[config.mk]
export PLATFORM = sky130hd
export DESIGN_NAME = sdr_init_seq
export DESIGN_NICKNAME = d
export VERILOG_FILES = /design/src/rtl/sdr_init_pkg.sv /design/src/rtl/sdr_dly_cnt.sv /design/src/rtl/sdr_init_seq.sv
export SDC_FILE = /design/constraint.sdc
export NUM_CORES = 1
export LEC_CHECK = 0
export ABC_CLOCK_PERIOD_IN_PS = 2500
export BUFFER_PORTS_ARGS = -buffer_cell sky130_fd_sc_hd__buf_4
export CAP_MARGIN = 20
export CELL_PAD_IN_SITES_DETAIL_PLACEMENT = 2
export CELL_PAD_IN_SITES_GLOBAL_PLACEMENT = 2
export CORE_MARGIN = 2
export CORE_UTILIZATION = 30
export CTS_BUF_LIST = sky130_fd_sc_hd__clkbuf_4 sky130_fd_sc_hd__clkbuf_8
export DETAILED_ROUTE_END_ITERATION = 8
export GPL_TIMING_DRIVEN = 0
export PLACE_DENSITY_LB_ADDON = 0.1
export SLEW_MARGIN = 10
export SYNTH_ARGS = -nofsm -noshare
export SYNTH_HDL_FRONTEND = slang
export SYNTH_SLANG_ARGS = --single-unit
export TNS_END_PERCENT = 30
[constraint.sdc]
create_clock -name sdram_clk -period 2.5 [get_ports sdram_clk]
set_input_delay 0.375 -clock sdram_clk [delete_from_list [all_inputs] [get_ports sdram_clk]]
set_output_delay 0.375 -clock sdram_clk [all_outputs]
set_load 0.02 [all_outputs]
[src/rtl/sdr_init_pkg.sv]
// Shared types and constants for the SDRAM power-up initialization sequencer.
package sdr_init_pkg;

    typedef enum logic [2:0] {
        ST_PWRUP    = 3'd0,
        ST_PRE      = 3'd1,
        ST_WAIT_RP  = 3'd2,
        ST_AREF     = 3'd3,
        ST_WAIT_RFC = 3'd4,
        ST_MRS      = 3'd5,
        ST_WAIT_MRD = 3'd6,
        ST_DONE     = 3'd7
    } init_state_e;

    // {cs_n, ras_n, cas_n, we_n}
    localparam logic [3:0] CMD_NOP   = 4'b0111;
    localparam logic [3:0] CMD_PRE   = 4'b0010;
    localparam logic [3:0] CMD_AREF  = 4'b0001;
    localparam logic [3:0] CMD_MRS   = 4'b0000;
    localparam logic [3:0] CMD_DESEL = 4'b1111;

    // Address bit that selects all banks on PRECHARGE.
    localparam int A10_PRE_ALL = 10;

    // A wait setting of N gives N NOP cycles (0 behaves as 1); the counter
    // value to load is one less because the zero cycle itself is a NOP.
    function automatic logic [3:0] wait_to_load(input logic [3:0] cfg);
        return (cfg == 4'd0) ? 4'd0 : cfg - 4'd1;
    endfunction

endpackage

[src/rtl/sdr_dly_cnt.sv]
// Loadable down-counter with a zero flag; saturates at zero instead of wrapping.
module sdr_dly_cnt #(
    parameter int              CNT_W   = 16,
    parameter logic [CNT_W-1:0] RST_VAL = '0
) (
    input  logic             clk_i,
    input  logic             rst_i,
    input  logic             load_i,
    input  logic [CNT_W-1:0] load_val_i,
    input  logic             dec_i,
    output logic             zero_o
);

    logic [CNT_W-1:0] cnt_q;

    // Load takes priority over decrement; reset preloads the power-up delay.
    always_ff @(posedge clk_i or posedge rst_i) begin
        if (rst_i) begin
            cnt_q <= RST_VAL;
        end else if (load_i) begin
            cnt_q <= load_val_i;
        end else if (dec_i && (cnt_q != '0)) begin
            cnt_q <= cnt_q - CNT_W'(1);
        end
    end

    assign zero_o = (cnt_q == '0);

endmodule

[src/rtl/sdr_init_seq.sv]
// SDRAM power-up initialization sequencer: power-up wait, PRECHARGE-ALL,
// NUM_AREF AUTO-REFRESH, LOAD MODE REGISTER, then init_done.
//
// state       | meaning
// ------------+------------------------------------------------
// ST_PWRUP    | DESELECT while the power-up delay counts down
// ST_PRE      | PRECHARGE-ALL on the pins for one cycle
// ST_WAIT_RP  | NOP for max(trp,1) cycles
// ST_AREF     | AUTO-REFRESH on the pins for one cycle
// ST_WAIT_RFC | NOP for max(trfc,1) cycles, then AREF again or MRS
// ST_MRS      | LOAD MODE REGISTER with the captured mode value
// ST_WAIT_MRD | NOP for max(tmrd,1) cycles
// ST_DONE     | NOP, init_done high; cfg_reinit restarts at PRE
module sdr_init_seq
    import sdr_init_pkg::*;
#(
    parameter int SDR_BW    = 2,
    parameter int PWRUP_CYC = 20000,
    parameter int NUM_AREF  = 2,
    parameter int CNT_W     = 16
) (
    input  logic              sdram_clk,
    input  logic              sdram_rst,
    input  logic [3:0]        cfg_trp,
    input  logic [3:0]        cfg_trfc,
    input  logic [3:0]        cfg_tmrd,
    input  logic [12:0]       cfg_mode_reg,
    input  logic              cfg_reinit,
    output logic              sdr_cs_n,
    output logic              sdr_ras_n,
    output logic              sdr_cas_n,
    output logic              sdr_we_n,
    output logic [1:0]        sdr_ba,
    output logic [12:0]       sdr_addr,
    output logic [SDR_BW-1:0] sdr_dqm,
    output logic [SDR_BW-1:0] sdr_den_n,
    output logic              init_done
);

    localparam int               REF_W      = $clog2(NUM_AREF + 1);
    localparam logic [CNT_W-1:0] PWRUP_LOAD = CNT_W'(PWRUP_CYC - 1);
    localparam logic [12:0]      ADDR_PRE   = 13'(1) << A10_PRE_ALL;

    init_state_e      state_q;
    logic [3:0]       cmd_q;
    logic [1:0]       ba_q;
    logic [12:0]      addr_q;
    logic             done_q;
    logic [3:0]       trp_q;
    logic [3:0]       trfc_q;
    logic [3:0]       tmrd_q;
    logic [12:0]      mode_q;
    logic [REF_W-1:0] ref_cnt_q;

    logic             cnt_load_d;
    logic             cnt_dec_d;
    logic [CNT_W-1:0] cnt_load_val_d;
    logic             cnt_zero;

    sdr_dly_cnt #(
        .CNT_W   (CNT_W),
        .RST_VAL (PWRUP_LOAD)
    ) u_dly_cnt (
        .clk_i      (sdram_clk),
        .rst_i      (sdram_rst),
        .load_i     (cnt_load_d),
        .load_val_i (cnt_load_val_d),
        .dec_i      (cnt_dec_d),
        .zero_o     (cnt_zero)
    );

    // Command states arm the delay counter; waiting states count it down.
    always_comb begin
        cnt_load_d     = 1'b0;
        cnt_dec_d      = 1'b0;
        cnt_load_val_d = '0;
        case (state_q)
            ST_PRE: begin
                cnt_load_d     = 1'b1;
                cnt_load_val_d = CNT_W'(wait_to_load(trp_q));
            end
            ST_AREF: begin
                cnt_load_d     = 1'b1;
                cnt_load_val_d = CNT_W'(wait_to_load(trfc_q));
            end
            ST_MRS: begin
                cnt_load_d     = 1'b1;
                cnt_load_val_d = CNT_W'(wait_to_load(tmrd_q));
            end
            ST_PWRUP, ST_WAIT_RP, ST_WAIT_RFC, ST_WAIT_MRD: cnt_dec_d = 1'b1;
            default: ;
        endcase
    end

    // Sequencer FSM with registered pin outputs; config is frozen on PRE entry.
    always_ff @(posedge sdram_clk or posedge sdram_rst) begin
        if (sdram_rst) begin
            state_q   <= ST_PWRUP;
            cmd_q     <= CMD_DESEL;
            ba_q      <= 2'b00;
            addr_q    <= '0;
            done_q    <= 1'b0;
            trp_q     <= '0;
            trfc_q    <= '0;
            tmrd_q    <= '0;
            mode_q    <= '0;
            ref_cnt_q <= '0;
        end else begin
            case (state_q)
                ST_PWRUP, ST_DONE: begin
                    if ((state_q == ST_PWRUP && cnt_zero) ||
                        (state_q == ST_DONE && cfg_reinit)) begin
                        state_q   <= ST_PRE;
                        cmd_q     <= CMD_PRE;
                        ba_q      <= 2'b00;
                        addr_q    <= ADDR_PRE;
                        done_q    <= 1'b0;
                        trp_q     <= cfg_trp;
                        trfc_q    <= cfg_trfc;
                        tmrd_q    <= cfg_tmrd;
                        mode_q    <= cfg_mode_reg;
                        ref_cnt_q <= '0;
                    end
                end
                ST_PRE, ST_AREF, ST_MRS: begin
                    state_q <= (state_q == ST_PRE)  ? ST_WAIT_RP  :
                               (state_q == ST_AREF) ? ST_WAIT_RFC : ST_WAIT_MRD;
                    cmd_q   <= CMD_NOP;
                    addr_q  <= '0;
                end
                ST_WAIT_RP, ST_WAIT_RFC: begin
                    if (cnt_zero) begin
                        if (state_q == ST_WAIT_RP || ref_cnt_q < REF_W'(NUM_AREF)) begin
                            state_q   <= ST_AREF;
                            cmd_q     <= CMD_AREF;
                            addr_q    <= '0;
                            ref_cnt_q <= ref_cnt_q + REF_W'(1);
                        end else begin
                            state_q <= ST_MRS;
                            cmd_q   <= CMD_MRS;
                            addr_q  <= mode_q;
                        end
                    end
                end
                ST_WAIT_MRD: begin
                    if (cnt_zero) begin
                        state_q <= ST_DONE;
                        done_q  <= 1'b1;
                    end
                end
                default: state_q <= ST_PWRUP;
            endcase
        end
    end

    assign {sdr_cs_n, sdr_ras_n, sdr_cas_n, sdr_we_n} = cmd_q;
    assign sdr_ba    = ba_q;
    assign sdr_addr  = addr_q;
    assign init_done = done_q;
    assign sdr_dqm   = '1;
    assign sdr_den_n = '1;

endmodule

==> results of run 1 <==
## report_power, final
part	switching [mW]	internal (mW)
Clock	0.447	0.643
Sequential	0.399	1.48
Combinational	0.621	0.711
## per-layer routing
layer / track usage (%) / vias up
met4: 6.78 / 0
met1: 24.3 / 1375
met2: 27.9 / 44
met5: 0 / -
li1: - / 1252
met3: 3.17 / 9
## worst max-delay path, cell delays in order, from the launching register on
cell     delay [ns]
dfrtp_1        0.44
or3_4          0.43
or2_4          0.28
or2_4          0.27
o31ai_4        0.21
buf_4          0.19
buf_8          0.18
mux2_4         0.31
## final cells by class
type                            count  area, um2  share of cell area [%]
Inverter                           16       62.6                    1.48
Sequential cell                    64       1620                    38.2
Buffer                             20        128                    3.01
Multi-Input combinational cell    218       1610                    38.0
Clock inverter                      4       75.1                    1.77
Clock buffer                       12        165                    3.90
Timing Repair Buffer               52        400                    9.46
Tap cell                          140        175                    4.14
## flip-flops by register name, summed over array words and instances, names as in the netlist
register and count:
u_dly_cnt.cnt_q 16, mode_q 13, sdr_addr 13, cmd_q 4, tmrd_q 4, trfc_q 4, trp_q 4, state_q 3
ref_cnt_q 2, init_done 1
## kinds of logic after synthesis
| family | share of synthesized area (%) |
|---|---|
| adders and majority gates | 2.97 |
| muxes | 10.6 |
| AOI/OAI and AO/OA | 15.3 |
| xor gates and xnor gates | 3.12 |
| buffers and inverters | 5.42 |
| DFF | 48.0 |
| and+or+nand+nor | 14.4 |
| other | 0.223 |
## placed cells by master (no fill, tap or decap), types with 7 or more instances in the layout
master / synthesis / routed
a21oi_1: 7 / 7
buf_4: 6 / 56
clkbuf_1: 10 / 8
clkbuf_8: 0 / 12
dfrtp_1: 51 / 51
dfstp_2: 13 / 13
ha_1: 8 / 8
inv_1: 16 / 15
mux2_4: 20 / 20
nand2_1: 27 / 27
nand3_1: 8 / 8
nor2_1: 17 / 17
nor3_1: 10 / 9
o211ai_1: 13 / 13
o21ai_0: 23 / 23
xor2_1: 11 / 11
## how the worst max path moves through the flow
stage | start | cells past startpoint | endpoint | slack, ns
after floorplan | u_dly_cnt.cnt_q[0]$_DFFE_PP1P_ | 8 | mode_q[0]$_DFFE_PP0P_ | 0.15
after global routing | u_dly_cnt.cnt_q[6]$_DFFE_PP0P_ | 7 | trp_q[3]$_DFFE_PP0P_ | -0.006
after detailed placement | u_dly_cnt.cnt_q[0]$_DFFE_PP1P_ | 9 | sdr_addr[1]$_DFFE_PP0P_ | -0.36
after global placement | sdram_rst | 2 | u_dly_cnt.cnt_q[7]$_DFFE_PP0P_ | -0.46
final | u_dly_cnt.cnt_q[6]$_DFFE_PP0P_ | 7 | tmrd_q[3]$_DFFE_PP0P_ | 0.08
after CTS | u_dly_cnt.cnt_q[0]$_DFFE_PP1P_ | 9 | tmrd_q[3]$_DFFE_PP0P_ | 0.02
## what timing repair did
item / 4_1_cts / 5_1_grt
endpoints found under the setup margin: 40 / 37
resized for setup: 2 / 6
pin swaps: 2 / 0
setup buffers: 5 / 0
cloned: 0 / 0
==> results.json, run 1 <==
{
  "status": "completed",
  "synth_edf_count": 0,
  "grt_pass1_vias": 2921,
  "cts_buffers": 9,
  "io_pins": 52,
  "r2r_start": "u_dly_cnt.cnt_q[6]$_DFFE_PP0P_",
  "slew_headroom_pct": 45.1,
  "drive_above_1_share_pct": 33.9,
  "final_area_um2": 4230,
  "wl_per_cell_um": 18.4,
  "grt-ovfl-total": 0,
  "arrival_ns": 2.67,
  "grt_usage_pct": 17.8,
  "leakage_nw": 1.82,
  "cts_max_level": 3,
  "cts_num_sinks": 64,
  "hpwl_um": 6890,
  "synth_cell_types": 51,
  "wl_met1_um": 4610,
  "synth_most_common_cell": "dfrtp_1",
  "grt_pass1_wl_um": 16000,
  "nNetsFinal": 417,
  "crit_path_end_kind": "flip-flop",
  "finClkSkew_ns": 0.0141,
  "max_freq_mhz": 412,
  "diodes": 0,
  "rsz0062_at_grt": "true",
  "clk_pin_slew_worst_paths_ns": 0.08,
  "setup_tns_ns": 0,
  "dieArea_um2": 12100,
  "route.detailed.drc": 0,
  "clock_latency_ns": 0.36,
  "timing.final.ws_setup_ns": 0.0751,
  "powerDensity_nw_per_um2": 1020,
  "syn_inst": 314,
  "clockBufferDepth": 2,
  "nFillCells": 1177,
  "synthTopCellsByCount": "51 x dfrtp_1, 27 x nand2_1, 23 x o21ai_0",
  "r2r-end": "tmrd_q[3]$_DFFE_PP0P_",
  "worstMarginPinSlew_ns": 0.803,
  "routed-wl-met2_um": 4620,
  "setup_viol": 0,
  "synth_area_um2": 3370,
  "synth.area.top_cells": "dfrtp_1 38%, dfstp_2 10%, mux2_4 8.9%",
  "synth_top_cell_by_area": "dfrtp_1",
  "chipWidth_um": 110,
  "drv_slew": 0,
  "num_rows": 38,
  "firstDrtPassIters": 4,
  "gp_congestion": 0.752,
  "grt_max_degree": 37,
  "cts_tree": "done",
  "yosys_warnings": 0,
  "portBuffers": 45,
  "place_ws_ns": -0.362,
  "routed_via_density": 5.10,
  "worst-setup-path-type": "flip-flop to flip-flop",
  "synth_area_per_cell_um2": 10.7,
  "fin_cells": 526,
  "vdd_drop_max_mv": 0.374,
  "final_core_util_pct": 38.9,
  "vias": 2680,
  "start_util_pct": 30.9,
  "top_layer_used": "met4",
  "ys_seq_elements": 64,
  "cp_data_required_time_ns": 2.74,
  "dpl.cell_count": 505,
  "die_h_um": 110,
  "regToRegSetupSlack_ns": 0.08,
  "finalHoldViolCount": 0,
  "drt_iter0_markers": 57,
  "crit_fanout": 10,
  "postPlaceCellArea_um2": 3930,
  "synthArstFlopShare_pct": 100,
  "rr_worst_depth": 7,
  "routed_wl_um": 9670,
  "seq_area_frac_synth_pct": 48.0,
  "core_um2": 10900,
  "antenna_found_initial": 0,
  "dr_wl_met3_um": 298,
  "whs_ns": 0.00822,
  "cts_root_buf": "clkbuf_8",
  "p_total_mw": 4.30,
  "syn2layout_area_growth_pct": 25.7,
  "min_path_type": "primary input to asynchronous set/reset pin",
  "worst_setup_path_start_kind": "flip-flop",
  "antenna_left": 0,
  "post-route-period-util_pct": 97.0,
  "synth.top_cell.area_share_pct": 37.9,
  "period_needed_ns": 2.42,
  "yosys_most_used_dff": "dfrtp_1",
  "ctsHoldBuffers": 0,
  "drv_cap": 0
}
No activity file was read; power rests on OpenSTA's default activity.
==> run 2, diff against run 1 <==
- ABC_AREA: unset -> 1
==> run 2 against run 1 <==
  * Non-clock buffer count down 4
  * Critical path depth up 3
  * Synthesized cell count up 49%
  * Sequential share of layout area down 0.73 points
  * Global-route usage up 0.99 points
  * Final area up 2.0%
  * Critical endpoint is now u_dly_cnt.cnt_q[8]$_DFFE_PP0P_
  * Total power up 14%
==> results.json, run 2 <==
{
  "status": "completed",
  "finClkSkew_ns": 0.00378,
  "nNetsFinal": 565,
  "grt_pass1_wl_um": 18800,
  "cts_buffers": 9,
  "num_rows": 39,
  "clk_pin_slew_worst_paths_ns": 0.07,
  "worst_setup_path_start_kind": "flip-flop",
  "worst-setup-path-type": "flip-flop to flip-flop",
  "routed-wl-met2_um": 5260,
  "antenna_found_initial": 0,
  "io_pins": 52,
  "cp_data_required_time_ns": 2.77,
  "top_layer_used": "met4",
  "synth_most_common_cell": "nand2_1",
  "core_um2": 11500,
  "leakage_nw": 2.23,
  "firstDrtPassIters": 4,
  "diodes": 0,
  "setup_tns_ns": 0,
  "crit_path_end_kind": "flip-flop",
  "portBuffers": 45,
  "most-common-layout-cells": "122 x nand2_1, 60 x inv_1, 55 x buf_4",
  "min_path_type": "primary input to asynchronous set/reset pin",
  "synth_area_um2": 3550,
  "synth_top_cell_by_area": "dfrtp_1",
  "cts_num_sinks": 64,
  "post_cts_buffers": 0,
  "setup_viol": 0,
  "largest_reg_flops": 16,
  "synthArstFlopShare_pct": 100,
  "max_freq_mhz": 516,
  "finalHoldViolCount": 0,
  "start_util_pct": 31.0,
  "synth_area_per_cell_um2": 7.59,
  "final_area_um2": 4320,
  "syn_inst": 468,
  "clock_latency_ns": 0.35,
  "final_common_cell": "nand2_1",
  "drive_above_1_share_pct": 21.0,
  "ctsHoldBuffers": 0,
  "yosys_warnings": 0,
  "drv_slew": 0,
  "route.detailed.drc": 0,
  "grt_max_degree": 37,
  "dr_wl_met3_um": 292,
  "hpwl_um": 8430,
  "die_h_um": 113,
  "wl_per_cell_um": 16.1,
  "arrival_ns": 2.21,
  "synth_edf_count": 0,
  "postPlaceCellArea_um2": 4110,
  "cts_max_level": 3,
  "ys_seq_elements": 64,
  "grt_pass1_vias": 3607,
  "ctsResizeCount": 0,
  "rsz0062_at_grt": "false",
  "chipWidth_um": 113,
  "grt_usage_pct": 18.8,
  "drv_cap": 0,
  "routed_via_density": 4.81,
  "clockBufferDepth": 2,
  "gp_congestion": 0.792,
  "cts_root_buf": "clkbuf_8",
  "period_needed_ns": 1.94,
  "top_register": "u_dly_cnt.cnt_q",
  "seq_area_frac_synth_pct": 45.5,
  "drt_iter0_markers": 95,
  "antenna_left": 0,
  "routed_wl_um": 10900,
  "vdd_drop_max_mv": 0.399,
  "vias": 3254,
  "powerDensity_nw_per_um2": 1140,
  "yosys_most_used_dff": "dfrtp_1",
  "crit_fanout": 10,
  "grt-ovfl-total": 0,
  "cts_tree": "done",
  "post-route-period-util_pct": 77.5,
  "synthTopCellsByCount": "122 x nand2_1, 61 x inv_1, 51 x dfrtp_1",
  "dieArea_um2": 12700,
  "synth_cell_types": 30,
  "syn2layout_area_growth_pct": 21.5,
  "synth.top_cell.area_share_pct": 35.9,
  "synth.area.top_cells": "dfrtp_1 36%, nand2_1 13%, dfstp_2 9.6%",
  "rr_worst_depth": 10,
  "wl_met1_um": 5200
}
[run 2: changes by cell type in the layout (fill, tap and decap cells not counted), sizes merged, moves of 9 or more]
| cell | before | now |
|---|---|---|
| nand4 | 3 | 32 |
| nand3 | 8 | 29 |
| mux2 | 25 | 0 |
| o211ai | 13 | 1 |
| nand2 | 27 | 127 |
| inv | 16 | 63 |
| o21ai | 23 | 46 |
| clkbuf | 22 | 13 |
| nor2 | 17 | 56 |
[run 2: metrics by stage]
stage / setup slack, ns / power [mW] / instances / hold slack (ns) / utilization (%)
after floorplan: 0.548 / 3.24 / 472 / 0.468 / -
after global placement: -0.526 / 3.79 / 660 / 0.447 / 35.6
after detailed placement: 0.525 / 3.95 / 661 / 0.417 / 35.8
after CTS: 0.512 / 4.99 / 676 / 0.0316 / 37.6
after global routing: 0.356 / 5.38 / 676 / 0.0492 / 37.6
final: 0.564 / 4.91 / 676 / 0.0183 / 37.6
[run 2: cell type report]
class	instances	area [um2]
Inverter	64	243
Buffer	22	139
Clock inverter	4	70.1
Timing Repair Buffer	46	358
Sequential cell	64	1620
Clock buffer	11	139
Multi-Input combinational cell	322	1570
Fill cell	1341	7150
Tap cell	143	179
[run 2: kinds of logic (layout without fill, tap and decap cells)]
group / count (synthesis) / after routing / share of synthesized area (%)
compound gates: 52 / 52 / 7.64
fa+ha+maj: 8 / 8 / 2.82
other cells: 2 / 6 / 0.211
buf+inv: 86 / 147 / 10.7
simple gates: 249 / 249 / 31.4
flops: 64 / 64 / 45.5
xor+xnor: 7 / 7 / 1.73
[run 2: worst max-delay path: stages, from the launching register on]
cell,delay (ns)
dfstp_2,0.54
inv_1,0.10
ha_1,0.25
nand2_1,0.10
nor2_2,0.06
nand2_2,0.10
nand2_2,0.10
inv_1,0.11
buf_2,0.26
nand4_1,0.13
o21ai_1,0.11
[run 2: layer usage]
layer | up-vias | track usage, %
li1 | 1604 | -
met1 | 1596 | 25.3
met2 | 44 | 31.2
met3 | 10 | 2.30
met4 | 0 | 6.42
met5 | - | 0
[run 2: final timing paths]
kind / startpoint / end / slack, ns
min: sdram_rst / sdr_addr[9]$_DFFE_PP0P_ / 0.02
min in group sdram_clk: cfg_mode_reg[8] / mode_q[8]$_DFFE_PP0P_ / 0.23
max in group asynchronous: sdram_rst / cmd_q[3]$_DFFE_PP1P_ / 1.90
max: u_dly_cnt.cnt_q[0]$_DFFE_PP1P_ / u_dly_cnt.cnt_q[8]$_DFFE_PP0P_ / 0.56
min reg2reg: cmd_q[3]$_DFFE_PP1P_ / cmd_q[3]$_DFFE_PP1P_ / 0.46
max reg2reg: u_dly_cnt.cnt_q[0]$_DFFE_PP1P_ / u_dly_cnt.cnt_q[8]$_DFFE_PP0P_ / 0.56
[run 2: report_power, final]
part | internal (mW) | switching, mW | leakage, nW
Sequential | 1.47 | 0.259 | 0.783
Combinational | 0.734 | 1.45 | 1.34
Clock | 0.575 | 0.421 | 0.110
Total | 2.78 | 2.13 | 2.23
